## src/rtl/multicycle_ctrl_fsm.sv

```systemverilog
// Purpose    : Moore controller sequencing fetch/decode/execute/memory/writeback
//              over a shared ALU/memory datapath; counts retired instructions.
// Latency    : branch 3, STR 4, DP 4, LDR 5, Op=11 2 cycles (FETCH included).
// Backpressure: none; the sequence advances every clock, strobes gated by CondEx.
//
// Ports:
//   clk, reset        : clock, synchronous active-high reset
//   Op, Funct, Rd     : instruction fields from the IR (ignored during FETCH)
//   CondEx            : condition check passed (combinational, from flags)
//   state             : current state code (debug)
//   IRWrite, AdrSrc, ALUSrcA, ALUSrcB, ResultSrc, ALUControl, ImmSrc, RegSrc
//                     : datapath mux selects / ALU operation
//   PCWrite, RegWrite, MemWrite, FlagWrite
//                     : condition-gated write strobes
//   illegal           : one-cycle pulse in DECODE for unimplemented encodings
//   instret           : retired-instruction counter, wraps modulo 2^CNT_W

module multicycle_ctrl_fsm #(
    parameter int CNT_W = 32
) (
    input  logic             clk,
    input  logic             reset,
    input  logic [1:0]       Op,
    input  logic [5:0]       Funct,
    input  logic [3:0]       Rd,
    input  logic             CondEx,
    output logic [3:0]       state,
    output logic             IRWrite,
    output logic             AdrSrc,
    output logic             ALUSrcA,
    output logic [1:0]       ALUSrcB,
    output logic [1:0]       ResultSrc,
    output logic [1:0]       ALUControl,
    output logic [1:0]       ImmSrc,
    output logic [1:0]       RegSrc,
    output logic             PCWrite,
    output logic             RegWrite,
    output logic             MemWrite,
    output logic [1:0]       FlagWrite,
    output logic             illegal,
    output logic [CNT_W-1:0] instret
);

    // State encodings. The register is a plain 4-bit vector so that the
    // unused codes 10..15 are representable and fall back to FETCH.
    localparam logic [3:0] S_FETCH  = 4'd0;
    localparam logic [3:0] S_DECODE = 4'd1;
    localparam logic [3:0] S_MEMADR = 4'd2;
    localparam logic [3:0] S_MEMRD  = 4'd3;
    localparam logic [3:0] S_MEMWB  = 4'd4;
    localparam logic [3:0] S_MEMWR  = 4'd5;
    localparam logic [3:0] S_EXECR  = 4'd6;
    localparam logic [3:0] S_EXECI  = 4'd7;
    localparam logic [3:0] S_ALUWB  = 4'd8;
    localparam logic [3:0] S_BRANCH = 4'd9;

    logic [3:0]       r_state;
    logic [3:0]       w_next_state;
    logic [CNT_W-1:0] r_instret;
    logic             r_dp_unimpl;   // current DP instruction has no ALU op

    // Moore control fields before gating
    logic             w_nextpc;
    logic             w_irwrite;
    logic             w_aluop;
    logic             w_regw;
    logic             w_memw;
    logic             w_branch;
    logic             w_pcs;
    logic [1:0]       w_flagw;

    // Funct[4:1] decode shared by the ALU decoder and the illegal check
    logic             w_funct_impl;
    logic             w_funct_arith;
    logic             w_retire;

    assign w_funct_impl  = (Funct[4:1] == 4'b0100) || (Funct[4:1] == 4'b0010) ||
                           (Funct[4:1] == 4'b0000) || (Funct[4:1] == 4'b1100);
    assign w_funct_arith = (Funct[4:1] == 4'b0100) || (Funct[4:1] == 4'b0010);

    // Every state that ends an instruction transitions unconditionally to
    // FETCH, so being in one of them means the next edge retires it.
    assign w_retire = (r_state == S_MEMWB) || (r_state == S_MEMWR) ||
                      (r_state == S_ALUWB) || (r_state == S_BRANCH);

    assign state   = r_state;
    assign instret = r_instret;

    //--------------------------------------------------------------------
    // State register
    //--------------------------------------------------------------------
    always_ff @(posedge clk) begin
        if (reset) begin
            r_state <= S_FETCH;
        end else begin
            r_state <= w_next_state;
        end
    end

    //--------------------------------------------------------------------
    // Next-state logic
    //--------------------------------------------------------------------
    always_comb begin
        w_next_state = S_FETCH;
        case (r_state)
            S_FETCH:  w_next_state = S_DECODE;
            S_DECODE: begin
                case (Op)
                    2'b01:   w_next_state = S_MEMADR;
                    2'b00:   w_next_state = Funct[5] ? S_EXECI : S_EXECR;
                    2'b10:   w_next_state = S_BRANCH;
                    default: w_next_state = S_FETCH;   // Op=11: dropped
                endcase
            end
            S_MEMADR: w_next_state = Funct[0] ? S_MEMRD : S_MEMWR;
            S_MEMRD:  w_next_state = S_MEMWB;
            S_EXECR:  w_next_state = S_ALUWB;
            S_EXECI:  w_next_state = S_ALUWB;
            default:  w_next_state = S_FETCH;   // MEMWB/MEMWR/ALUWB/BRANCH, 10..15
        endcase
    end

    //--------------------------------------------------------------------
    // Output logic: Moore fields, ALU decode, then condition/reset gating
    //--------------------------------------------------------------------
    always_comb begin
        w_irwrite  = 1'b0;
        w_nextpc   = 1'b0;
        w_aluop    = 1'b0;
        w_regw     = 1'b0;
        w_memw     = 1'b0;
        w_branch   = 1'b0;
        AdrSrc     = 1'b0;
        ALUSrcA    = 1'b0;
        ALUSrcB    = 2'b00;
        ResultSrc  = 2'b00;

        case (r_state)
            S_FETCH: begin
                w_irwrite = 1'b1;
                w_nextpc  = 1'b1;
                ALUSrcA   = 1'b1;
                ALUSrcB   = 2'b10;
                ResultSrc = 2'b10;
            end
            S_DECODE: begin
                ALUSrcA   = 1'b1;
                ALUSrcB   = 2'b10;
                ResultSrc = 2'b10;
            end
            S_MEMADR: ALUSrcB = 2'b01;
            S_MEMRD:  AdrSrc  = 1'b1;
            S_MEMWB: begin
                ResultSrc = 2'b01;
                w_regw    = 1'b1;
            end
            S_MEMWR: begin
                AdrSrc = 1'b1;
                w_memw = 1'b1;
            end
            S_EXECR: begin
                w_aluop = 1'b1;
                ALUSrcB = 2'b00;
            end
            S_EXECI: begin
                w_aluop = 1'b1;
                ALUSrcB = 2'b01;
            end
            S_ALUWB:  w_regw = 1'b1;
            S_BRANCH: begin
                ALUSrcB   = 2'b01;
                ResultSrc = 2'b10;
                w_branch  = 1'b1;
            end
            default: ;
        endcase

        // ALU operation; unknown Funct codes fall back to ADD
        ALUControl = 2'b00;
        w_flagw    = 2'b00;
        if (w_aluop) begin
            case (Funct[4:1])
                4'b0100: ALUControl = 2'b00;
                4'b0010: ALUControl = 2'b01;
                4'b0000: ALUControl = 2'b10;
                4'b1100: ALUControl = 2'b11;
                default: ALUControl = 2'b00;
            endcase
            w_flagw[1] = Funct[0];
            w_flagw[0] = Funct[0] & w_funct_arith;
        end

        // An unimplemented DP op still walks EXEC/ALUWB for uniform timing but
        // must not change architectural state; dropping RegW also keeps a
        // bogus result from being written to the PC.
        if (r_dp_unimpl) begin
            w_flagw = 2'b00;
            w_regw  = 1'b0;
        end

        w_pcs = ((Rd == 4'hF) && w_regw) || w_branch;

        ImmSrc    = Op;
        RegSrc    = {(Op == 2'b01), (Op == 2'b10)};

        IRWrite   = w_irwrite & ~reset;
        PCWrite   = (w_nextpc | (w_pcs & CondEx)) & ~reset;
        RegWrite  = w_regw & CondEx & (Rd != 4'hF) & ~reset;
        MemWrite  = w_memw & CondEx & ~reset;
        FlagWrite = w_flagw & {2{CondEx & ~reset}};
        illegal   = (r_state == S_DECODE) && !reset &&
                    ((Op == 2'b11) || ((Op == 2'b00) && !w_funct_impl));
    end

    //--------------------------------------------------------------------
    // Unimplemented-DP marker, captured in DECODE and held through the
    // following EXEC/ALUWB states of the same instruction.
    //--------------------------------------------------------------------
    always_ff @(posedge clk) begin
        if (reset) begin
            r_dp_unimpl <= 1'b0;
        end else if (r_state == S_DECODE) begin
            r_dp_unimpl <= (Op == 2'b00) && !w_funct_impl;
        end
    end

    //--------------------------------------------------------------------
    // Retired-instruction counter (wraps naturally)
    //--------------------------------------------------------------------
    always_ff @(posedge clk) begin
        if (reset) begin
            r_instret <= '0;
        end else if (w_retire) begin
            r_instret <= r_instret + CNT_W'(1);
        end
    end

endmodule

```

## config.mk

```make
export PLATFORM = sky130hd
export DESIGN_NAME = multicycle_ctrl_fsm
export DESIGN_NICKNAME = d
export VERILOG_FILES = /design/src/rtl/multicycle_ctrl_fsm.sv
export SDC_FILE = /design/constraint.sdc
export NUM_CORES = 1
export LEC_CHECK = 0
export ABC_AREA = 1
export BUFFER_PORTS_ARGS = -buffer_cell sky130_fd_sc_hd__buf_4
export CORE_ASPECT_RATIO = 1.2
export CORE_MARGIN = 10
export CORE_UTILIZATION = 51
export CTS_CLUSTER_DIAMETER = 80
export DETAILED_ROUTE_END_ITERATION = 10
export PLACE_DENSITY = 0.79
export REMOVE_ABC_BUFFERS = 1
export SYNTH_ARGS = -nofsm -noshare
export SYNTH_HDL_FRONTEND = slang
export SYNTH_SLANG_ARGS = --single-unit
```

## constraint.sdc

```tcl
create_clock -name clk -period 1.65 [get_ports clk]
set_input_delay 0.33 -clock clk [delete_from_list [all_inputs] [get_ports clk]]
set_output_delay 0.33 -clock clk [all_outputs]
set_load 0.05 [all_outputs]
```

After elaboration in Yosys (flattened, before gate mapping)
Cells that the tools add are included.
{"block": "op_classes", "add_sub_neg": 1, "eq_ne": 17, "reduce_logical": 23, "n_bitwise": 13, "mux": 18}
{"op": "adder 32 x 1 -> 32 bit (second input constant)", "n": 1}
{"op": "equality test 4 x 3 -> 1 bit (second input constant)", "n": 5}
{"op": "one-hot mux 4 bit (5 select lines)", "n": 1}
{"op": "equality test 4 bit (second input constant)", "n": 4}
{"op": "equality test 4 x 2 -> 1 bit (second input constant)", "n": 3}
{"op": "one-hot mux 4 bit (3 select lines)", "n": 1}
{"op": "bitwise AND 1 bit", "n": 10}
{"op": "two-way mux 1 bit", "n": 9}
{"op": "logical NOT 4 bit", "n": 2}
{"op": "logical OR 1 bit", "n": 8}
{"op": "one-hot mux 2 bit (2 select lines)", "n": 2}
{"op": "OR reduction 2 bit", "n": 4}
{"op": "two-way mux 2 bit", "n": 3}
{"op": "one-hot mux 2 bit (3 select lines)", "n": 1}
{"op": "OR reduction 3 bit", "n": 2}
{"op": "equality test 2 bit (second input constant)", "n": 2}
{"op": "equality test 4 x 1 -> 1 bit (second input constant)", "n": 1}
{"op": "logical AND 1 bit", "n": 4}
{"op": "inequality test 4 bit (second input constant)", "n": 1}
{"op": "two-way mux 3 bit", "n": 1}
{"op": "bitwise AND 2 bit", "n": 1}
{"op": "equality test 2 x 1 -> 1 bit (second input constant)", "n": 1}
{"op": "logical NOT 1 bit", "n": 2}
{"op": "logical NOT 2 bit", "n": 1}
{"op": "other kinds (2)", "n": 2}
{"block": "totals", "regBits": 37, "elab_cells": 75, "output_inout_bits": 55}

Longest topological paths before layout
Gate-level depths: netlist (run 1).
{"block": "logic_depth", "word_depth": 9, "depth_mapped": 10, "depth_no_buf": 9}

Least setup slack after synthesis (run 1)
OpenSTA, ideal clock, no wires.
{"block": "synth_timing", "path_type": "reg2out", "startpoint": "register r_state[1], in the netlist state[1]", "endpoint": "output FlagWrite[0]", "required_time_ns": 1.320, "n_path_buf": 1, "setup_slack_ns": -0.939, "t_arrival_ns": 2.259, "path_stages_with_launch": 6, "path_cell_list": "dfxtp_1 -> buf_2 -> inv_2 -> nor2_1 -> inv_1 -> nor3_1"}
{"block": "synth_via", "elab_chain_cells": 6, "word_cells_on_any_way": 7, "classes_between": "eq/ne: 2; mux: 3; bitwise: 1; reduce/logical: 1"}
{"element": "from (decl)", "line": "57", "source": "logic [3:0] r_state;"}
{"element": "from (signal assigned)", "line": "96", "source": "r_state <= w_next_state;"}
{"element": "equality test 4 x 3 -> 1 bit", "line": "138", "source": "case (r_state)"}
{"element": "OR reduction 2 bit (no line) *"}
{"element": "two-way mux 1 bit *", "line": "138"}
{"element": "two-way mux 2 bit *", "line": "181", "source": "if (w_aluop) begin"}
{"element": "two-way mux 2 bit *", "line": "196", "source": "if (r_dp_unimpl) begin"}
{"element": "bitwise AND 2 bit *", "line": "210", "source": "FlagWrite = w_flagw & {2{CondEx & ~reset}};"}
{"element": "to (decl)", "line": "39", "source": "output logic [1:0] FlagWrite,"}
Mark *: on every way between the ends. The rest lies on a longest branch, timed or not.

Worst setup path after layout (run 1)
{"block": "layout_timing", "startpoint": "register r_state[0], in the netlist state[0]", "endpoint": "output PCWrite"}
{"block": "layout_via", "elab_chain_cells": 9, "word_cells_on_any_way": 14, "classes_between": "eq/ne: 3; mux: 4; bitwise: 3; reduce/logical: 4"}
{"element": "equality test 4 x 3 -> 1 bit or equality test 4 bit (tied branches)", "line": "138"}
{"element": "OR reduction 2 bit (no line)"}
{"element": "two-way mux 1 bit", "line": "138"}
{"element": "two-way mux 1 bit", "line": "196"}
{"element": "logical AND 1 bit", "line": "201", "source": "w_pcs = ((Rd == 4'hF) && w_regw) || w_branch;"}
{"element": "logical OR 1 bit", "line": "201"}
{"element": "bitwise AND 1 bit", "line": "207", "source": "PCWrite = (w_nextpc | (w_pcs & CondEx)) & ~reset;"}
{"element": "OR 1 bit *", "line": "207"}
{"element": "bitwise AND 1 bit *", "line": "207"}
{"element": "to (decl)", "line": "36", "source": "output logic PCWrite,"}
Marks and branches as above.

==> flow_summary.json, run 1 <==
{
  "drt-initial-drc-count": 163,
  "ir_drop_uv": 625,
  "synthTopCellsByArea": "dfxtp_1 (32%), nand2_1 (13%), nor2_1 (12%)",
  "h-tree-depth": 2,
  "grt_usage": 0.182,
  "drive_above_1_share": 0.303,
  "maxSlewHeadroom": 0.797,
  "status": "finished with violations",
  "finalInstanceArea_sq_mm": 0.00322,
  "worstReg2RegStart": "state[2]",
  "leakagePower_nw": 1.40,
  "io_pins": 70,
  "netlist.area_leader.share": 0.322,
  "r2r_end": "instret[11]",
  "fmax_mhz": 579,
  "synth_xor_area_frac": 0,
  "maxCapViolCount": 0,
  "cts_buffers": 5,
  "hold_depth": 4,
  "cp_slowest_cell": "dfxtp_4",
  "cts_tree": "yes",
  "synth-seq-cells": 37,
  "grt_max_degree": 28,
  "dpl-instance-area_sq_mm": 0.00287,
  "dpl.hpwl_mm": 5.07,
  "synthAdderAreaFrac": 0.00543,
  "clkLatencyLatePin_ns": 0.30,
  "internal_power_w": 0.00153,
  "layout.cells.non_filler": 514,
  "grt_pass1_vias": 2589,
  "crit_start": "state[0]",
  "violations": "setup timing",
  "cp-start-kind": "flop",
  "synthTopCellsByCount": "nand2_1 (82), nor2_1 (76), inv_1 (50)",
  "r2r_slack_ns": 0.14,
  "yosys-mux-area-fraction": 0,
  "chipWidth_microns": 81.3,
  "nets": 473,
  "seqPwrFrac": 0.424,
  "clk_path_buf_depth": 2,
  "layout_setup_ws_ns": -0.0759,
  "postSynthCellCount": 373,
  "max_slew.worst_pin.slew_ns": 0.304,
  "die_height_microns": 93.6,
  "period_needed_ns": 1.73,
  "endpoint_kind": "output pin",
  "wirelength_mm": 7.00,
  "slew_violations": 0,
  "finClkSkew_ns": 0.00800,
  "setup_viol": 7,
  "path_clk_slew_ns": 0.08,
  "ys_seq_area_frac": 0.322,
  "min_to": "state[3]",
  "ys.flop_type": "dfxtp_1",
  "clock_sinks": 37,
  "path_class": "flop to output pin",
  "area_growth_pct": 40.1,
  "yosysMostFrequentCell": "nand2_1",
  "rr_worst_depth": 10,
  "yosysTopAreaCell": "dfxtp_1",
  "synth_area_sq_mm": 0.00230,
  "hold_path_class": "primary input to flop",
  "placed_cells": 494,
  "avgSynthCellArea_sq_um": 6.17,
  "crit_fanout": 4,
  "synth-async-reset-ratio": 0,
  "yosys_warnings": 0,
  "hold_violations": 0,
  "start_util": 0.532,
  "synth-simple-area-share": 0.452,
  "fin_tns_setup_ns": -0.235,
  "period_share": 1.05,
  "rows": 26,
  "synth.lib_cells_used.distinct": 31,
  "clockRootBuffer": "clkbuf_8",
  "drt_first_pass_iters": 4,
  "rsz0062_at_grt": "yes",
  "sw_frac_of_total": 0.295,
  "synth_compound_area_frac": 0.109,
  "drcViolationCount": 0,
  "crit_arrival_ns": 1.40,
  "ant_nets": 0,
  "hold_start": "Op[0]",
  "antenna_found_initial": 0,
  "synth_edf_count": 0,
  "grt_overflow": 0,
  "vias": 2650,
  "dp_slack_ns": 0.0909,
  "die_area_sq_mm": 0.00761,
  "routedWlPerCell_microns": 13.6,
  "core_area_sq_mm": 0.00433,
  "path_cells": "inv_4 -> nor2_4 -> nand3_2 -> o221ai_2 -> buf_6",
  "num_antenna_cells": 0,
  "synth_top_family_by_area": "simple AND/OR/NAND/NOR gates",
  "gp_congestion": 0.902,
  "cpPeakStageDelay_ns": 0.38,
  "combPwrFrac": 0.193,
  "power.density_mw_per_mm2": 674,
  "post_drt_via_cell_ratio": 5.16,
  "pwr-share-clk": 0.383,
  "required_ns": 1.32,
  "port_buffers": 69,
  "grt_pass1_wl_mm": 11.3,
  "hold_buffers": 0,
  "p_sw_w": 0.000641
}
==> area by class of cell <==
| cell class | count | area, sq um |
|---|---|---|
| clock buffer | 6 | 82.6 |
| clock inverter | 2 | 37.5 |
| fill | 372 | 1100 |
| inverter | 52 | 205 |
| multi-input combinational | 276 | 1410 |
| sequential | 37 | 756 |
| tap | 56 | 70.1 |
| timing repair buffer | 85 | 668 |
==> placed cells by master, fill, tap and decap left out, types with 6 or more instances in the layout <==
cell type and count:
inv_1 47, nor2_1 71, nor2_4 10, nand4_1 7, buf_4 77, nor2_2 8
nand3_2 6, a21oi_1 21, nand2_1 81, o21ai_0 13, clkbuf_8 6, dfxtp_1 33
nand3_1 35, buf_6 8
==> metrics by stage <==
stage / hold slack [ns] / utilization / power, W
after floorplan: 0.397 / - / 0.00117
after detailed placement: 0.483 / 0.662 / 0.00131
after global routing: 0.365 / 0.745 / 0.00225
after CTS: 0.338 / 0.712 / 0.00216
after global placement: 0.472 / 0.662 / 0.00131
final: 0.347 / 0.745 / 0.00217
==> routing by layer <==
metal	vias to the layer above	share of wire	GRT usage
met5	-	0	0
met1	1191	0.38	0.192
met4	0	0.021	0.0636
met2	89	0.50	0.311
met3	14	0.10	0.0814
li1	1356	-	-
==> state kept, by name, indices dropped and copies added (netlist names) <==
| signal | count |
|---|---|
| state | 4 |
| instret | 32 |
| r_dp_unimpl | 1 |
==> worst max path at each step <==
stage / end / slack (ns) / depth (start not counted)
after CTS: PCWrite / -0.08 / 5
after global routing: PCWrite / -0.12 / 5
after floorplan: FlagWrite[0] / -0.94 / 4
final: PCWrite / -0.08 / 5
after global placement: PCWrite / 0.11 / 6
after detailed placement: PCWrite / 0.09 / 7
==> logic make-up (layout without fill, tap and decap cells) <==
logic type,Yosys count,count (layout)
adders and majority gates,1,1
AOI/OAI and AO/OA,45,45
buffers and inverters,61,145
DFF,37,37
and+or+nand+nor,229,230
==> critical path, delay by kind of cell (launching register included) <==
family          cells  cell delay, ns
simple gates        2            0.27
buf+inv             2            0.25
compound gates      1            0.21
flops               1            0.38
==> what timing repair did <==
| action | 4_1_cts | 5_1_grt |
|---|---|---|
| setup endpoints to repair | 14 | 19 |
| setup buffers | 2 | 9 |
| gates resized for setup | 27 | 17 |
| pin swaps | 5 | 5 |
| cloned | 0 | 1 |
==> power groups by stage <==
stage	combinational (W)	clock (W)	sequential, W
final	0.000420	0.000832	0.000922
after CTS	0.000396	0.000843	0.000921
after floorplan	0.000191	0	0.000977
after global routing	0.000450	0.000880	0.000924
after detailed placement	0.000369	0	0.000939
after global placement	0.000368	0	0.000939
No activity file was read; power rests on OpenSTA's default activity.
==> run 2, diff against run 1 <==
ABC_AREA = 0   (was 1)
CORE_UTILIZATION = 55   (was 51)
CTS_CLUSTER_DIAMETER = 120   (was 80)
PLACE_DENSITY = 0.86   (was 0.79)
clock period = 2.2 ns   (was 1.65 ns; I/O delays follow)
==> flow_summary.json, run 2 <==
{
  "status": "complete, no violations",
  "num_antenna_cells": 0,
  "vias": 2129,
  "synth-seq-cells": 37,
  "ys_seq_area_frac": 0.344,
  "nFillCells": 284,
  "die_height_microns": 88.6,
  "ant_nets": 0,
  "hold_path_class": "primary input to flop",
  "avgSynthCellArea_sq_um": 8.20,
  "postSynthCellCount": 263,
  "io_pins": 70,
  "gp_congestion": 0.761,
  "drcViolationCount": 0,
  "grt_overflow": 0,
  "slew_violations": 0,
  "cp-start-kind": "flop",
  "cts_tree": "yes",
  "netlist.area_leader.share": 0.344,
  "synthTopCellsByCount": "dfxtp_1 (37), nor2_1 (36), nor2b_1 (18)",
  "synth_edf_count": 0,
  "period_needed_ns": 2.06,
  "rr_worst_depth": 4,
  "hold_violations": 0,
  "path_class": "flop to output pin",
  "crit_arrival_ns": 1.62,
  "ir_drop_uv": 343,
  "synthTopCellsByArea": "dfxtp_1 (34%), mux2_1 (7.3%), nor2_1 (6.3%)",
  "hold_depth": 3,
  "leakagePower_nw": 1.16,
  "yosysMostFrequentCell": "dfxtp_1",
  "maxSlewHeadroom": 0.660,
  "chipWidth_microns": 77.2,
  "fin_tns_setup_ns": 0,
  "finClkSkew_ns": 0.00481,
  "area_growth_pct": 31.0,
  "required_ns": 1.76,
  "wirelength_mm": 5.54,
  "hold_buffers": 0,
  "routedWlPerCell_microns": 14.4,
  "endpoint_kind": "output pin",
  "post_drt_via_cell_ratio": 5.53,
  "grt_pass1_vias": 2108,
  "clock_sinks": 37,
  "cts_buffers": 5,
  "grt_pass1_wl_mm": 9.40,
  "power.density_mw_per_mm2": 506,
  "drive_above_1_share": 0.315,
  "yosysTopAreaCell": "dfxtp_1",
  "clkLatencyLatePin_ns": 0.29,
  "max_slew.worst_pin.slew_ns": 0.509,
  "dpl.hpwl_mm": 4.21,
  "largest_register_ffs": 32,
  "synth_area_sq_mm": 0.00216,
  "start_util": 0.584,
  "h-tree-depth": 2,
  "core_area_sq_mm": 0.00369,
  "finalInstanceArea_sq_mm": 0.00282,
  "synth.lib_cells_used.distinct": 43,
  "antenna_found_initial": 0,
  "grt_usage": 0.165,
  "rsz0062_at_grt": "no",
  "ys.flop_type": "dfxtp_1",
  "crit_fanout": 9,
  "multi_input_area_sq_mm": 0.00131,
  "rows": 24,
  "grt_max_degree": 51,
  "seqCellArea_sq_um": 743,
  "setup_viol": 0,
  "maxCapViolCount": 0,
  "nets": 348,
  "fmax_mhz": 484,
  "clockRootBuffer": "clkbuf_8",
  "path_clk_slew_ns": 0.07,
  "yosys_warnings": 0,
  "layout_commonest_cell": "buf_4",
  "drt-initial-drc-count": 220,
  "post_cts_buffers": 0,
  "clk_path_buf_depth": 2,
  "die_area_sq_mm": 0.00683,
  "port_buffers": 69,
  "drt_first_pass_iters": 4,
  "dpl-instance-area_sq_mm": 0.00274,
  "period_share": 0.938,
  "final_cell_mix": "buf_4 (80), nor2_1 (36), dfxtp_1 (35)",
  "synth-async-reset-ratio": 0
}
-- run 2: cell types whose count changed in the layout (fill, tap and decap cells not counted), sizes merged, moves of 8 or more --
cell and delta:
nand3 -29, nor2 -53, nor2b +18, inv -45, a21oi -8, nor4 +16, mux2 +16, nor3 +9
nand2 -74
-- run 2: power breakdown --
part / leakage, nW / switching [W] / internal (W)
combinational: 0.817 / 0.000177 / 0.0000976
sequential: 0.299 / 0.0000120 / 0.000677
clock: 0.0450 / 0.000246 / 0.000220
-- run 2: worst max-delay path: stages, from the launching register on --
cell and delay, ns:
dfxtp_1 0.55, xor2_2 0.26, nand3_1 0.12, o21ai_0 0.17
buf_4 0.22
-- run 2: worst paths after layout --
kind / start / to / slack, ns
setup / recovery: state[3] / PCWrite / 0.14
hold / removal: Funct[0] / state[1] / 0.41
setup reg to reg: instret[9] / instret[28] / 0.14
hold reg to reg: instret[13] / instret[13] / 0.51
-- run 2: metrics by stage --
stage               instances  setup WS [ns]  hold WS (ns)  power, W  utilization
floorplan                 245         -0.934         0.461  0.000859            -
global placement          377          0.219         0.487  0.000975        0.742
detailed placement        377          0.145         0.500  0.000979        0.742
finish                    385          0.136         0.413   0.00143        0.765
CTS                       385         0.0880         0.407   0.00144        0.764
global route              385         0.0103         0.421   0.00148        0.765
-- run 2: timing repair --
| item | CTS | global route |
|---|---|---|
| gates resized for setup | 0 | 2 |
| endpoints found under the setup margin | 0 | 2 |
| endpoints found under the hold margin | 0 | 0 |
-- run 2: cells by family after synthesis --
| logic type | synth area share |
|---|---|
| adders and majority gates | 0.00580 |
| AOI/OAI and AO/OA | 0.0755 |
| and+or+nand+nor | 0.380 |
| buffers and inverters | 0.0505 |
| DFF | 0.344 |
| xor gates and xnor gates | 0.0522 |
| muxes | 0.0929 |
-- run 2: per-layer routing --
layer | vias to the layer above | GRT usage | share of wire
met2 | 81 | 0.272 | 0.46
li1 | 1063 | - | -
met3 | 11 | 0.0751 | 0.10
met4 | 0 | 0.0831 | 0.023
met5 | - | 0 | 0
met1 | 974 | 0.178 | 0.41
-- run 2: area by class of cell --
cell class	instances	share of cell area
Clock buffer	6	0.0257
Inverter	7	0.00930
Tap cell	52	0.0230
Clock inverter	2	0.00354
Sequential cell	37	0.263
Multi-Input combinational cell	201	0.463
Timing Repair Buffer	80	0.213
==> run 3, diff against run 2 <==
BUFFER_PORTS_ARGS = unset   (was -buffer_cell sky130_fd_sc_hd__buf_4)
CORE_UTILIZATION = 60   (was 55)
DONT_BUFFER_PORTS = 1   (was unset)
PLACE_DENSITY = 0.76   (was 0.86)
==> flow_summary.json, run 3 (synthesized netlist as in run 2, its figures left out) <==
{
  "status": "complete, no violations",
  "cts_buffers": 5,
  "nets": 321,
  "area_growth_pct": 22.0,
  "chipWidth_microns": 74.7,
  "pwr-share-clk": 0.334,
  "endpoint_kind": "flop",
  "ir_drop_uv": 370,
  "drt-initial-drc-count": 83,
  "period_needed_ns": 2.05,
  "cts_tree": "yes",
  "cp-start-kind": "flop",
  "crit_arrival_ns": 2.23,
  "power.density_mw_per_mm2": 516,
  "clk_path_buf_depth": 2,
  "hold_ws_ns": 0.215,
  "die_height_microns": 85.7,
  "num_antenna_cells": 0,
  "core_area_sq_mm": 0.00340,
  "largest_register_ffs": 32,
  "max_slew.worst_pin.slew_ns": 0.577,
  "rows": 23,
  "p_sw_w": 0.000391,
  "required_ns": 2.38,
  "combPwrFrac": 0.158,
  "port_buffers": 0,
  "h-tree-depth": 2,
  "path_clk_slew_ns": 0.07,
  "layout_commonest_cell": "buf_4",
  "internal_power_w": 0.000967,
  "rsz0062_at_grt": "no",
  "hold_path_class": "primary input to flop",
  "post_drt_via_cell_ratio": 5.83,
  "clkLatencyLatePin_ns": 0.29,
  "grt_usage": 0.171,
  "clockRootBuffer": "clkbuf_8",
  "vias": 2001,
  "maxSlewHeadroom": 0.615,
  "gp_congestion": 0.767,
  "dpl.hpwl_mm": 4.18,
  "cpPeakStageDelay_ns": 0.69,
  "path_cells": "nand4_2 -> or4_4 -> nor4_2 -> mux2_1",
  "path_class": "flop to flop",
  "seqPwrFrac": 0.508,
  "fin_tns_setup_ns": 0,
  "io_pins": 70,
  "final_cell_mix": "buf_4 (53), nor2_1 (36), dfxtp_1 (34)",
  "cp_slowest_cell": "or4_4",
  "clock_sinks": 37,
  "leakagePower_nw": 1.04,
  "hold_buffers": 0,
  "hold_violations": 0,
  "drcViolationCount": 0,
  "slew_violations": 0,
  "drive_above_1_share": 0.275,
  "critPathTopFamily": "simple AND/OR/NAND/NOR gates",
  "finalInstanceArea_sq_mm": 0.00263,
  "ant_nets": 0,
  "period_share": 0.930,
  "grt_pass1_wl_mm": 9.04,
  "layout_setup_ws_ns": 0.155,
  "grt_pass1_vias": 1982,
  "sw_frac_of_total": 0.288,
  "start_util": 0.635,
  "crit_fanout": 12,
  "antenna_found_initial": 0,
  "wirelength_mm": 5.54,
  "die_area_sq_mm": 0.00640,
  "fmax_mhz": 489,
  "drt_first_pass_iters": 4,
  "grt_max_degree": 54,
  "dpl-instance-area_sq_mm": 0.00254,
  "maxCapViolCount": 0,
  "cp_num_buf_inv": 0,
  "dp_slack_ns": 0.175,
  "setup_viol": 0,
  "grt_overflow": 0,
  "finClkSkew_ns": 0.00576,
  "routedWlPerCell_microns": 16.1
}
-- run 3: power groups by stage --
| stage | sequential, W | combinational [W] | clock (W) |
|---|---|---|---|
| 6_report | 0.000689 | 0.000215 | 0.000454 |
| 5_1_grt | 0.000690 | 0.000230 | 0.000478 |
| 4_1_cts | 0.000688 | 0.000216 | 0.000465 |
| 3_5_place_dp | 0.000703 | 0.000215 | 0 |
| 3_3_place_gp | 0.000703 | 0.000214 | 0 |
| 2_1_floorplan | 0.000732 | 0.000127 | 0 |
-- run 3: layer usage --
metal	share of wire	global-route usage	wire [microns]
met1	0.40	0.182	2210
met2	0.48	0.284	2680
met3	0.099	0.0761	546
met4	0.018	0.0741	102
met5	0	0	0
-- run 3: metrics by stage --
| step | total power [W] | utilization | instances |
|---|---|---|---|
| 6_report | 0.00136 | 0.775 | 343 |
| 5_1_grt | 0.00140 | 0.775 | 343 |
| 4_1_cts | 0.00137 | 0.773 | 343 |
| 3_5_place_dp | 0.000918 | 0.748 | 335 |
| 3_3_place_gp | 0.000917 | 0.748 | 335 |
| 2_1_floorplan | 0.000859 | - | 245 |
-- run 3: worst paths after layout --
kind                            slack (ns)        start           to  depth (start not counted)
worst max-delay path                  0.15  instret[11]  instret[29]                          4
worst min-delay path                  0.21        reset     state[3]                          1
worst max register to register        0.15  instret[11]  instret[29]                          4
worst min register to register        0.53  r_dp_unimpl  r_dp_unimpl                          2
-- run 3: area by class of cell --
class	instances	area (sq um)
timing repair buffer	53	398
fill	254	766
multi-input combinational	201	1330
inverter	7	26.3
clock buffer	6	72.6
sequential	37	744
tap	37	46.3
clock inverter	2	10.0
-- run 3: repair_timing --
action,4_1_cts,5_1_grt
cloned,0,0
setup endpoints to repair,1,4
gates resized for setup,1,3
setup buffers,0,0
